### src/rtl/cpu_pkg.sv
// Shared encodings for the multi-cycle RV32I control path: FSM states, opcodes,
// ALU operation classes, operand selects and trap causes.
package cpu_pkg;

    typedef enum logic [3:0] {
        S_FETCH,
        S_DECODE,
        S_EXEC_R,
        S_EXEC_I,
        S_ALU_WB,
        S_MEM_ADDR,
        S_MEM_READ,
        S_MEM_WB,
        S_MEM_WRITE,
        S_BRANCH,
        S_TRAP
    } state_e;

    localparam logic [6:0] OP_R      = 7'b0110011;
    localparam logic [6:0] OP_I      = 7'b0010011;
    localparam logic [6:0] OP_LOAD   = 7'b0000011;
    localparam logic [6:0] OP_STORE  = 7'b0100011;
    localparam logic [6:0] OP_BRANCH = 7'b1100011;

    localparam logic [2:0] F3_BEQ = 3'b000;
    localparam logic [2:0] F3_BNE = 3'b001;

    localparam logic [1:0] ALU_ADD   = 2'b00;
    localparam logic [1:0] ALU_SUB   = 2'b01;
    localparam logic [1:0] ALU_FUNCT = 2'b10;

    localparam logic [1:0] SRC_A_PC    = 2'd0;
    localparam logic [1:0] SRC_A_OLDPC = 2'd1;
    localparam logic [1:0] SRC_A_RS1   = 2'd2;

    localparam logic [1:0] SRC_B_RS2  = 2'd0;
    localparam logic [1:0] SRC_B_IMM  = 2'd1;
    localparam logic [1:0] SRC_B_FOUR = 2'd2;

    localparam logic [1:0] CAUSE_NONE    = 2'd0;
    localparam logic [1:0] CAUSE_ILLEGAL = 2'd1;
    localparam logic [1:0] CAUSE_TIMEOUT = 2'd2;

    // States that hold a memory request open until mem_ready.
    function automatic logic is_req_state(input state_e s);
        return (s == S_FETCH) || (s == S_MEM_READ) || (s == S_MEM_WRITE);
    endfunction

endpackage

### src/rtl/multicycle_controller_watchdog.sv
// Memory-wait watchdog: counts consecutive unready request cycles and flags the
// TIMEOUT-th one so the controller can trap on the following edge.
module mem_watchdog #(
    parameter int TIMEOUT = 16
) (
    input  logic clk,
    input  logic rst,
    input  logic req_active,
    input  logic mem_ready,
    output logic timeout
);

    localparam int CW = $clog2(TIMEOUT);
    localparam logic [CW-1:0] LAST = CW'(TIMEOUT - 1);

    logic [CW-1:0] cnt_q, cnt_d;

    assign timeout = req_active && !mem_ready && (cnt_q == LAST);

    // Idle cycles hold the count at zero, so every request state is entered cleared.
    always_comb begin
        cnt_d = '0;
        if (req_active && !mem_ready && !timeout) begin
            cnt_d = cnt_q + 1'b1;
        end
    end

    always_ff @(posedge clk) begin
        if (rst) begin
            cnt_q <= '0;
        end else begin
            cnt_q <= cnt_d;
        end
    end

endmodule

### src/rtl/multicycle_controller.sv
// Control FSM for a shared-memory multi-cycle RV32I datapath, with memory
// watchdog, sticky trap and retired-instruction counter.
//
// state       | meaning
// S_FETCH     | read instruction at PC, PC += 4 on ready
// S_DECODE    | branch target into ALUOut, dispatch on opcode
// S_EXEC_R    | rs1 op rs2
// S_EXEC_I    | rs1 op imm
// S_ALU_WB    | write ALUOut to rd, retire
// S_MEM_ADDR  | rs1 + imm into ALUOut
// S_MEM_READ  | load request at ALUOut
// S_MEM_WB    | write loaded data to rd, retire
// S_MEM_WRITE | store request at ALUOut, retire on ready
// S_BRANCH    | compare rs1/rs2, conditional PC load, retire
// S_TRAP      | halted until reset
module multicycle_controller
    import cpu_pkg::*;
#(
    parameter int TIMEOUT = 16,
    parameter int CNT_W   = 32
) (
    input  logic             clk,
    input  logic             rst,
    input  logic [6:0]       opcode,
    input  logic [2:0]       funct3,
    input  logic             zero,
    input  logic             mem_ready,
    output logic             mem_req,
    output logic             mem_we,
    output logic             iord,
    output logic             ir_write,
    output logic             pc_write,
    output logic             pc_src,
    output logic             reg_write,
    output logic             result_src,
    output logic [1:0]       alu_src_a,
    output logic [1:0]       alu_src_b,
    output logic [1:0]       alu_op,
    output logic             retire,
    output logic [CNT_W-1:0] instret,
    output logic             trap,
    output logic [1:0]       trap_cause
);

    state_e           state_q, state_d;
    logic [1:0]       cause_q, cause_d;
    logic [CNT_W-1:0] instret_q, instret_d;
    logic             timeout;

    mem_watchdog #(.TIMEOUT(TIMEOUT)) u_watchdog (
        .clk        (clk),
        .rst        (rst),
        .req_active (is_req_state(state_q)),
        .mem_ready  (mem_ready),
        .timeout    (timeout)
    );

    always_comb begin
        state_d    = state_q;
        cause_d    = cause_q;
        mem_req    = 1'b0;
        mem_we     = 1'b0;
        iord       = 1'b0;
        ir_write   = 1'b0;
        pc_write   = 1'b0;
        pc_src     = 1'b0;
        reg_write  = 1'b0;
        result_src = 1'b0;
        alu_src_a  = SRC_A_PC;
        alu_src_b  = SRC_B_RS2;
        alu_op     = ALU_ADD;
        retire     = 1'b0;

        case (state_q)
            S_FETCH: begin
                mem_req   = 1'b1;
                alu_src_b = SRC_B_FOUR;
                if (mem_ready) begin
                    ir_write = 1'b1;
                    pc_write = 1'b1;
                    state_d  = S_DECODE;
                end else if (timeout) begin
                    state_d = S_TRAP;
                    cause_d = CAUSE_TIMEOUT;
                end
            end
            S_DECODE: begin
                alu_src_a = SRC_A_OLDPC;
                alu_src_b = SRC_B_IMM;
                case (opcode)
                    OP_R:               state_d = S_EXEC_R;
                    OP_I:               state_d = S_EXEC_I;
                    OP_LOAD, OP_STORE:  state_d = S_MEM_ADDR;
                    OP_BRANCH:          state_d = S_BRANCH;
                    default: begin
                        state_d = S_TRAP;
                        cause_d = CAUSE_ILLEGAL;
                    end
                endcase
            end
            S_EXEC_R: begin
                alu_src_a = SRC_A_RS1;
                alu_src_b = SRC_B_RS2;
                alu_op    = ALU_FUNCT;
                state_d   = S_ALU_WB;
            end
            S_EXEC_I: begin
                alu_src_a = SRC_A_RS1;
                alu_src_b = SRC_B_IMM;
                alu_op    = ALU_FUNCT;
                state_d   = S_ALU_WB;
            end
            S_ALU_WB: begin
                reg_write = 1'b1;
                retire    = 1'b1;
                state_d   = S_FETCH;
            end
            S_MEM_ADDR: begin
                alu_src_a = SRC_A_RS1;
                alu_src_b = SRC_B_IMM;
                state_d   = (opcode == OP_LOAD) ? S_MEM_READ : S_MEM_WRITE;
            end
            S_MEM_READ: begin
                mem_req = 1'b1;
                iord    = 1'b1;
                if (mem_ready) begin
                    state_d = S_MEM_WB;
                end else if (timeout) begin
                    state_d = S_TRAP;
                    cause_d = CAUSE_TIMEOUT;
                end
            end
            S_MEM_WB: begin
                reg_write  = 1'b1;
                result_src = 1'b1;
                retire     = 1'b1;
                state_d    = S_FETCH;
            end
            S_MEM_WRITE: begin
                mem_req = 1'b1;
                mem_we  = 1'b1;
                iord    = 1'b1;
                if (mem_ready) begin
                    retire  = 1'b1;
                    state_d = S_FETCH;
                end else if (timeout) begin
                    state_d = S_TRAP;
                    cause_d = CAUSE_TIMEOUT;
                end
            end
            S_BRANCH: begin
                alu_src_a = SRC_A_RS1;
                alu_src_b = SRC_B_RS2;
                alu_op    = ALU_SUB;
                pc_src    = 1'b1;
                if (funct3 == F3_BEQ || funct3 == F3_BNE) begin
                    pc_write = (funct3 == F3_BEQ) ? zero : !zero;
                    retire   = 1'b1;
                    state_d  = S_FETCH;
                end else begin
                    state_d = S_TRAP;
                    cause_d = CAUSE_ILLEGAL;
                end
            end
            S_TRAP: begin
                state_d = S_TRAP;
            end
            default: begin
                state_d = S_FETCH;
            end
        endcase

        // Reset mid-request must not leave any side effect on memory or state.
        if (rst) begin
            mem_req   = 1'b0;
            mem_we    = 1'b0;
            ir_write  = 1'b0;
            pc_write  = 1'b0;
            reg_write = 1'b0;
            retire    = 1'b0;
        end
    end

    assign instret_d = retire ? instret_q + 1'b1 : instret_q;

    always_ff @(posedge clk) begin
        if (rst) begin
            state_q   <= S_FETCH;
            cause_q   <= CAUSE_NONE;
            instret_q <= '0;
        end else begin
            state_q   <= state_d;
            cause_q   <= cause_d;
            instret_q <= instret_d;
        end
    end

    assign trap       = (state_q == S_TRAP);
    assign trap_cause = cause_q;
    assign instret    = instret_q;

endmodule

### config.mk
export PLATFORM = sky130hd
export DESIGN_NAME = multicycle_controller
export DESIGN_NICKNAME = d
export VERILOG_FILES = /design/src/rtl/cpu_pkg.sv /design/src/rtl/multicycle_controller_watchdog.sv /design/src/rtl/multicycle_controller.sv
export SDC_FILE = /design/constraint.sdc
export NUM_CORES = 1
export LEC_CHECK = 0
export BUFFER_PORTS_ARGS = -buffer_cell sky130_fd_sc_hd__buf_2
export CAP_MARGIN = 20
export CELL_PAD_IN_SITES_DETAIL_PLACEMENT = 0
export CELL_PAD_IN_SITES_GLOBAL_PLACEMENT = 1
export CORE_MARGIN = 8
export CORE_UTILIZATION = 38
export CTS_CLUSTER_DIAMETER = 50
export CTS_CLUSTER_SIZE = 10
export DETAILED_ROUTE_END_ITERATION = 10
export PLACE_DENSITY_LB_ADDON = 0.1
export RECOVER_POWER = 25
export SLEW_MARGIN = 20
export SYNTH_ARGS = -nofsm -noshare
export SYNTH_HDL_FRONTEND = slang
export SYNTH_SLANG_ARGS = --single-unit
### constraint.sdc
create_clock -name clk -period 2.84 [get_ports clk]
set_clock_uncertainty 0.05 [all_clocks]
set_input_delay 0.568 -clock clk [delete_from_list [all_inputs] [get_ports clk]]
set_output_delay 0.568 -clock clk [all_outputs]
set_load 0.01 [all_outputs]
==> impl_metrics.tcl, run 1 <==
set metrics [dict create \
    hold_buffers 0 \
    areaGrowthSynthToFinish_pct 20.8 \
    clock_power_share 0.318 \
    synth_area_leaders "dfxtp_1, nor2_1, xnor2_1" \
    ant_nets 0 \
    gp_congestion 0.815 \
    cts_resized 0 \
    antenna_found_initial 0 \
    rsz0062_at_grt "false" \
    synth_top_family_by_area "simple AND/OR/NAND/NOR gates" \
    hold_viol 0 \
    tritoncts "built" \
    hpwl_um 4900 \
    ios 64 \
    synthCells 297 \
    fin_crit_sh 0.939 \
    power_frac_seq 0.504 \
    start_kind "flip-flop" \
    final_cells 441 \
    drive_gt1_frac 0.212 \
    dpl.cell_count 433 \
    met1_usage 0.199 \
    cp_max_fo 18 \
    r2r_start "state_q[3]" \
    synth_xor_area_frac 0.0978 \
    rr_endpoint "instret[28]" \
    final_common_cell "nor2_1" \
    worstSetupEndpointType "primary output" \
    grt_pass1_vias 2272 \
    cts_setup_buffers 0 \
    switching_share 0.297 \
    worst_slew_pin_slew_ns 0.488 \
    grt_max_degree 22 \
    path_clk_slew_ns 0.08 \
    synth_mux_area_frac 0.0150 \
    critPathMaxStageDelay_ns 0.57 \
    reg2reg_slack_ns 0.47 \
    synthSimpleGateAreaFrac 0.287 \
    antennaDiodeCount 0 \
    cts.sinks 42 \
    crit_arrival_ns 2.05 \
    grtUsageMet3 0.0421 \
    worst-r2r-cell-count 5 \
    syn_area_sq_mm 0.00242 \
    globalRoute.totalOverflow 0 \
    avgRoutedWirePerCell_um 15.0 \
    tns_ns 0 \
    most-common-layout-cells "nor2_1, dfxtp_1, buf_2, clkbuf_1, nand2_1" \
    synthesis.nets 313 \
    min_path_cells 1 \
    ys_warn_count 0 \
    initial_utilization 0.387 \
    combPwrFrac 0.178 \
    drv_slew 0 \
    hold_start "u_watchdog.cnt_q[0]" \
    period_needed_ns 2.67 \
    finalWirelength_um 6600 \
    power.leakage_nw 1.09 \
    avgSynthCellArea_sq_um 8.14 \
    htree_levels 2 \
    yosysTopAreaCell "dfxtp_1" \
    ys_ff_latch 42 \
    routed-via-count 2372 \
    crit_chain "nor2b_1, a32oi_2, buf_4, a21oi_1, buf_2" \
    drt-initial-drc-count 53 \
    ys.flop_type "dfxtp_1" \
    hold_path_class "reg -> reg" \
    vias_per_cell 5.38 \
    holdPathEnd "u_watchdog.cnt_q[0]" \
    synth_top_area_share 0.348 \
    dr.pass1.iters 5 \
    synthAdderAreaFrac 0.0104 \
    setup_viol 0 \
    cts_root_buf "clkbuf_8" \
    fp.dieH_um 95.8 \
    power.internal_uw 864 \
    port_buffers 63 \
    synthDistinctLibCells 52 \
    synth-edff-count 0 \
    grt_use_total 0.147 \
    outcome "finished, final reports clean" \
    fp.coreArea_sq_mm 0.00624 \
    max_freq_mhz 375 \
    busiest_layer "met2" \
    clkLatencyLatePin_ns 0.30 \
    slew-limit-headroom 0.666 \
    gr-usage-met2 0.218 \
    maxCapViolCount 0 \
    synth_compound_area_frac 0.201 \
    p_per_area_mw_per_mm2 421 \
    cp_data_required_time_ns 2.22 \
    layout.nets 379 \
    async_reset_ff_frac 0 \
    crit_type "reg -> out" \
    p_switching_uw 366 \
    cts_buffers 5 \
    die_w_um 95.8 \
    clock_path_buffers 2 \
    ir_worst_vdd_mv 0.194 \
    slowest_stage "dfxtp_1" \
    grt_pass1_wl_um 11000 \
    drcViolationCount 0 \
    synth.yosys.seq_area_share 0.348 \
    rows 29 \
    die_area_sq_mm 0.00917 \
]
critical path: cells and delay by family, from the launching register on:
family	cells	cell delay (ns)
buffers and inverters	2	0.39
and+or+nand+nor	1	0.42
AOI/OAI and AO/OA	2	0.38
DFF	1	0.57
state kept, by name, summed over array words and instances (netlist names):
signal and count:
instret 32, state_q 4, trap_cause 2, u_watchdog.cnt_q 4
area by class of cell:
cell class	instances	area, sq um
Fill cell	686	3320
Sequential cell	42	841
Inverter	5	18.8
Tap cell	77	96.3
Clock inverter	2	13.8
Timing Repair Buffer	78	399
Multi-Input combinational cell	231	1480
Clock buffer	6	72.6
cells by family after synthesis:
kind of cell / Yosys count
adder cells (fa/ha/maj): 2
flip-flops: 42
buffers and inverters: 24
XOR/XNOR: 27
AND/OR/NAND/NOR: 134
multiplexers: 3
AO/OA/AOI/OAI: 65
metrics by stage:
step           total power [mW]  hold slack (ns)  instance area (sq um)  setup slack [ns]   util
2_1_floorplan             0.772            0.368                   2420             0.392      -
3_3_place_gp              0.854            0.380                   2860             0.469  0.459
3_5_place_dp              0.854            0.396                   2860             0.459  0.459
4_1_cts                    1.25            0.406                   2950             0.181  0.473
5_1_grt                    1.29            0.441                   2920            0.0191  0.468
6_report                   1.23            0.402                   2920             0.174  0.468
power by group through the flow:
stage / clock network, mW / registers [mW] / logic, mW
2_1_floorplan: 0 / 0.625 / 0.147
3_3_place_gp: 0 / 0.633 / 0.221
3_5_place_dp: 0 / 0.633 / 0.220
4_1_cts: 0.406 / 0.619 / 0.221
5_1_grt: 0.428 / 0.624 / 0.241
6_report: 0.391 / 0.620 / 0.218
cell usage after synthesis (9+ instances only):
library cell / n
a21oi_1: 15
nor3_1: 13
dfxtp_1: 42
xnor2_1: 17
clkbuf_1: 14
a211oi_1: 10
xor2_1: 10
nand2_1: 20
nor2_1: 45
o21ai_0: 9
nand3_1: 11
per-layer routing:
layer / vias to the layer above / share of wire
met3: 8 / 0.069
met2: 60 / 0.44
met1: 1099 / 0.48
met4: 0 / 0.011
met5: - / 0
li1: 1205 / -
worst max path at each step:
stage,end,cells after the start,start,slack (ns)
floorplan,instret[28],5,rst,0.39
global placement,instret[10],7,funct3[2],0.47
detailed placement,instret[28],5,rst,0.46
CTS,retire,5,state_q[3],0.18
global route,retire,5,state_q[3],0.02
finish,retire,5,state_q[3],0.17
Power figures use the tool's default switching activity.
==> run 2, diff against run 1 <==
Settings changed: CORE_UTILIZATION 38 to 40, CTS_BUF_LIST set to sky130_fd_sc_hd__clkbuf_8, SLEW_MARGIN 20 to unset.
==> impl_metrics.tcl, run 2 (synthesis gave the netlist of run 1 again) <==
set metrics [dict create \
    outcome "finished, final reports clean" \
    worst_slew_pin_slew_ns 0.650 \
    ant_nets 0 \
    fin_ws_ns 0.184 \
    top_layer "met4" \
    globalRoute.totalOverflow 0 \
    ir_worst_vdd_mv 0.200 \
    drcViolationCount 0 \
    antennaDiodeCount 0 \
    n_fill_cell 594 \
    setup_viol 0 \
    drt-initial-drc-count 120 \
    grt_pass1_wl_um 10700 \
    critical_path.top_delay_family "compound AO/OA/AOI/OAI gates" \
    clkLatencyLatePin_ns 0.29 \
    avgRoutedWirePerCell_um 14.8 \
    worstSetupEndpointType "primary output" \
    slew-limit-headroom 0.567 \
    layout.nets 378 \
    routed-via-count 2374 \
    max_freq_mhz 377 \
    fin_crit_sh 0.935 \
    holdPathEnd "u_watchdog.cnt_q[0]" \
    placed_area_sq_mm 0.00285 \
    period_needed_ns 2.66 \
    crit_arrival_ns 2.04 \
    clock_path_buffers 2 \
    wl_met2_um 2770 \
    drive_gt1_frac 0.210 \
    startpoint "state_q[1]" \
    tns_ns 0 \
    final_common_cell "nor2_1" \
    reg2reg_slack_ns 0.48 \
    drv_slew 0 \
    place_ws_ns 0.367 \
    cts_buffers 5 \
    grt_max_degree 25 \
    met3WireLength_um 418 \
    dr.pass1.iters 5 \
    grt_use_total 0.147 \
    hold_buffers 0 \
    areaGrowthSynthToFinish_pct 20.1 \
    fp.coreArea_sq_mm 0.00589 \
    cts.sinks 42 \
    min_path_cells 1 \
    hpwl_um 4880 \
    antenna_found_initial 0 \
    cts_resized 0 \
    wl_met1_um 3230 \
    worst-r2r-cell-count 7 \
    crit_type "reg -> out" \
    rows 28 \
    final_core_util 0.493 \
    start_kind "flip-flop" \
    rr_endpoint "instret[18]" \
    die_area_sq_mm 0.00879 \
    grt_pass1_vias 2174 \
    htree_levels 2 \
    hold_start "u_watchdog.cnt_q[0]" \
    cp_max_fo 11 \
    maxCapViolCount 0 \
    initial_utilization 0.411 \
    hold_path_class "reg -> reg" \
    gp_congestion 0.789 \
    tritoncts "built" \
    path_clk_slew_ns 0.07 \
    crit_chain "buf_4, nor2b_1, a32oi_2, a21oi_1, buf_2" \
    fp.dieH_um 93.7 \
    cts_setup_buffers 0 \
    finalWirelength_um 6480 \
    p_per_area_mw_per_mm2 414 \
    hold_viol 0 \
    most-common-layout-cells "nor2_1, dfxtp_1, buf_2, clkbuf_1, nand2_1" \
    cp_data_required_time_ns 2.22 \
    power.leakage_nw 1.08 \
    die_w_um 93.7 \
    vias_per_cell 5.43 \
    slowest_stage "a32oi_2" \
    holdWs_ns 0.409 \
    port_buffers 63 \
    critPathMaxStageDelay_ns 0.58 \
    ios 64 \
    r2r_start "state_q[1]" \
    worst-path-buf-inv 2 \
    cts_root_buf "clkbuf_8" \
    largest_reg_flops 32 \
    stdcell_area_sq_mm 0.00290 \
    rsz0062_at_grt "false" \
]
## run 2: cell type report
type	instances	area [sq um]	area share
clock buffers	5	68.8	0.0237
multi-input cells	231	1480	0.509
flip-flops and latches	42	841	0.290
clock inverters	2	10.0	0.00345
repair buffers	77	392	0.135
inverters	5	18.8	0.00647
well taps	75	93.8	0.0323
## run 2: worst reg2reg max path, cell delays in order (launching register included)
cell       delay (ns)
dfxtp_1          0.39
buf_4            0.21
nor2b_1          0.24
a32oi_2          0.32
buf_4            0.28
a2111oi_0        0.54
xnor2_1          0.18
nor2_1           0.05
## run 2: layer usage
layer,track usage,up-vias
li1,-,1199
met1,0.205,1115
met2,0.214,56
met3,0.0400,4
met4,0.0436,0
met5,0,-
## run 2: metrics by stage
stage	power, mW	instances
after global routing	1.27	437
after detailed placement	0.859	430
final	1.20	437
after CTS	1.22	437
after global placement	0.858	430
after floorplan	0.772	297
## run 2: how the worst max path moves through the flow
stage,end,cells past startpoint
2_1_floorplan,instret[28],5
3_3_place_gp,instret[10],7
3_5_place_dp,instret[18],7
4_1_cts,retire,5
5_1_grt,retire,5
6_report,retire,5
## run 2: power breakdown
group / internal [mW] / total, mW / switching, mW
logic: 0.0919 / 0.226 / 0.134
clock network: 0.165 / 0.358 / 0.192
registers: 0.601 / 0.617 / 0.0155
total: 0.858 / 1.20 / 0.342
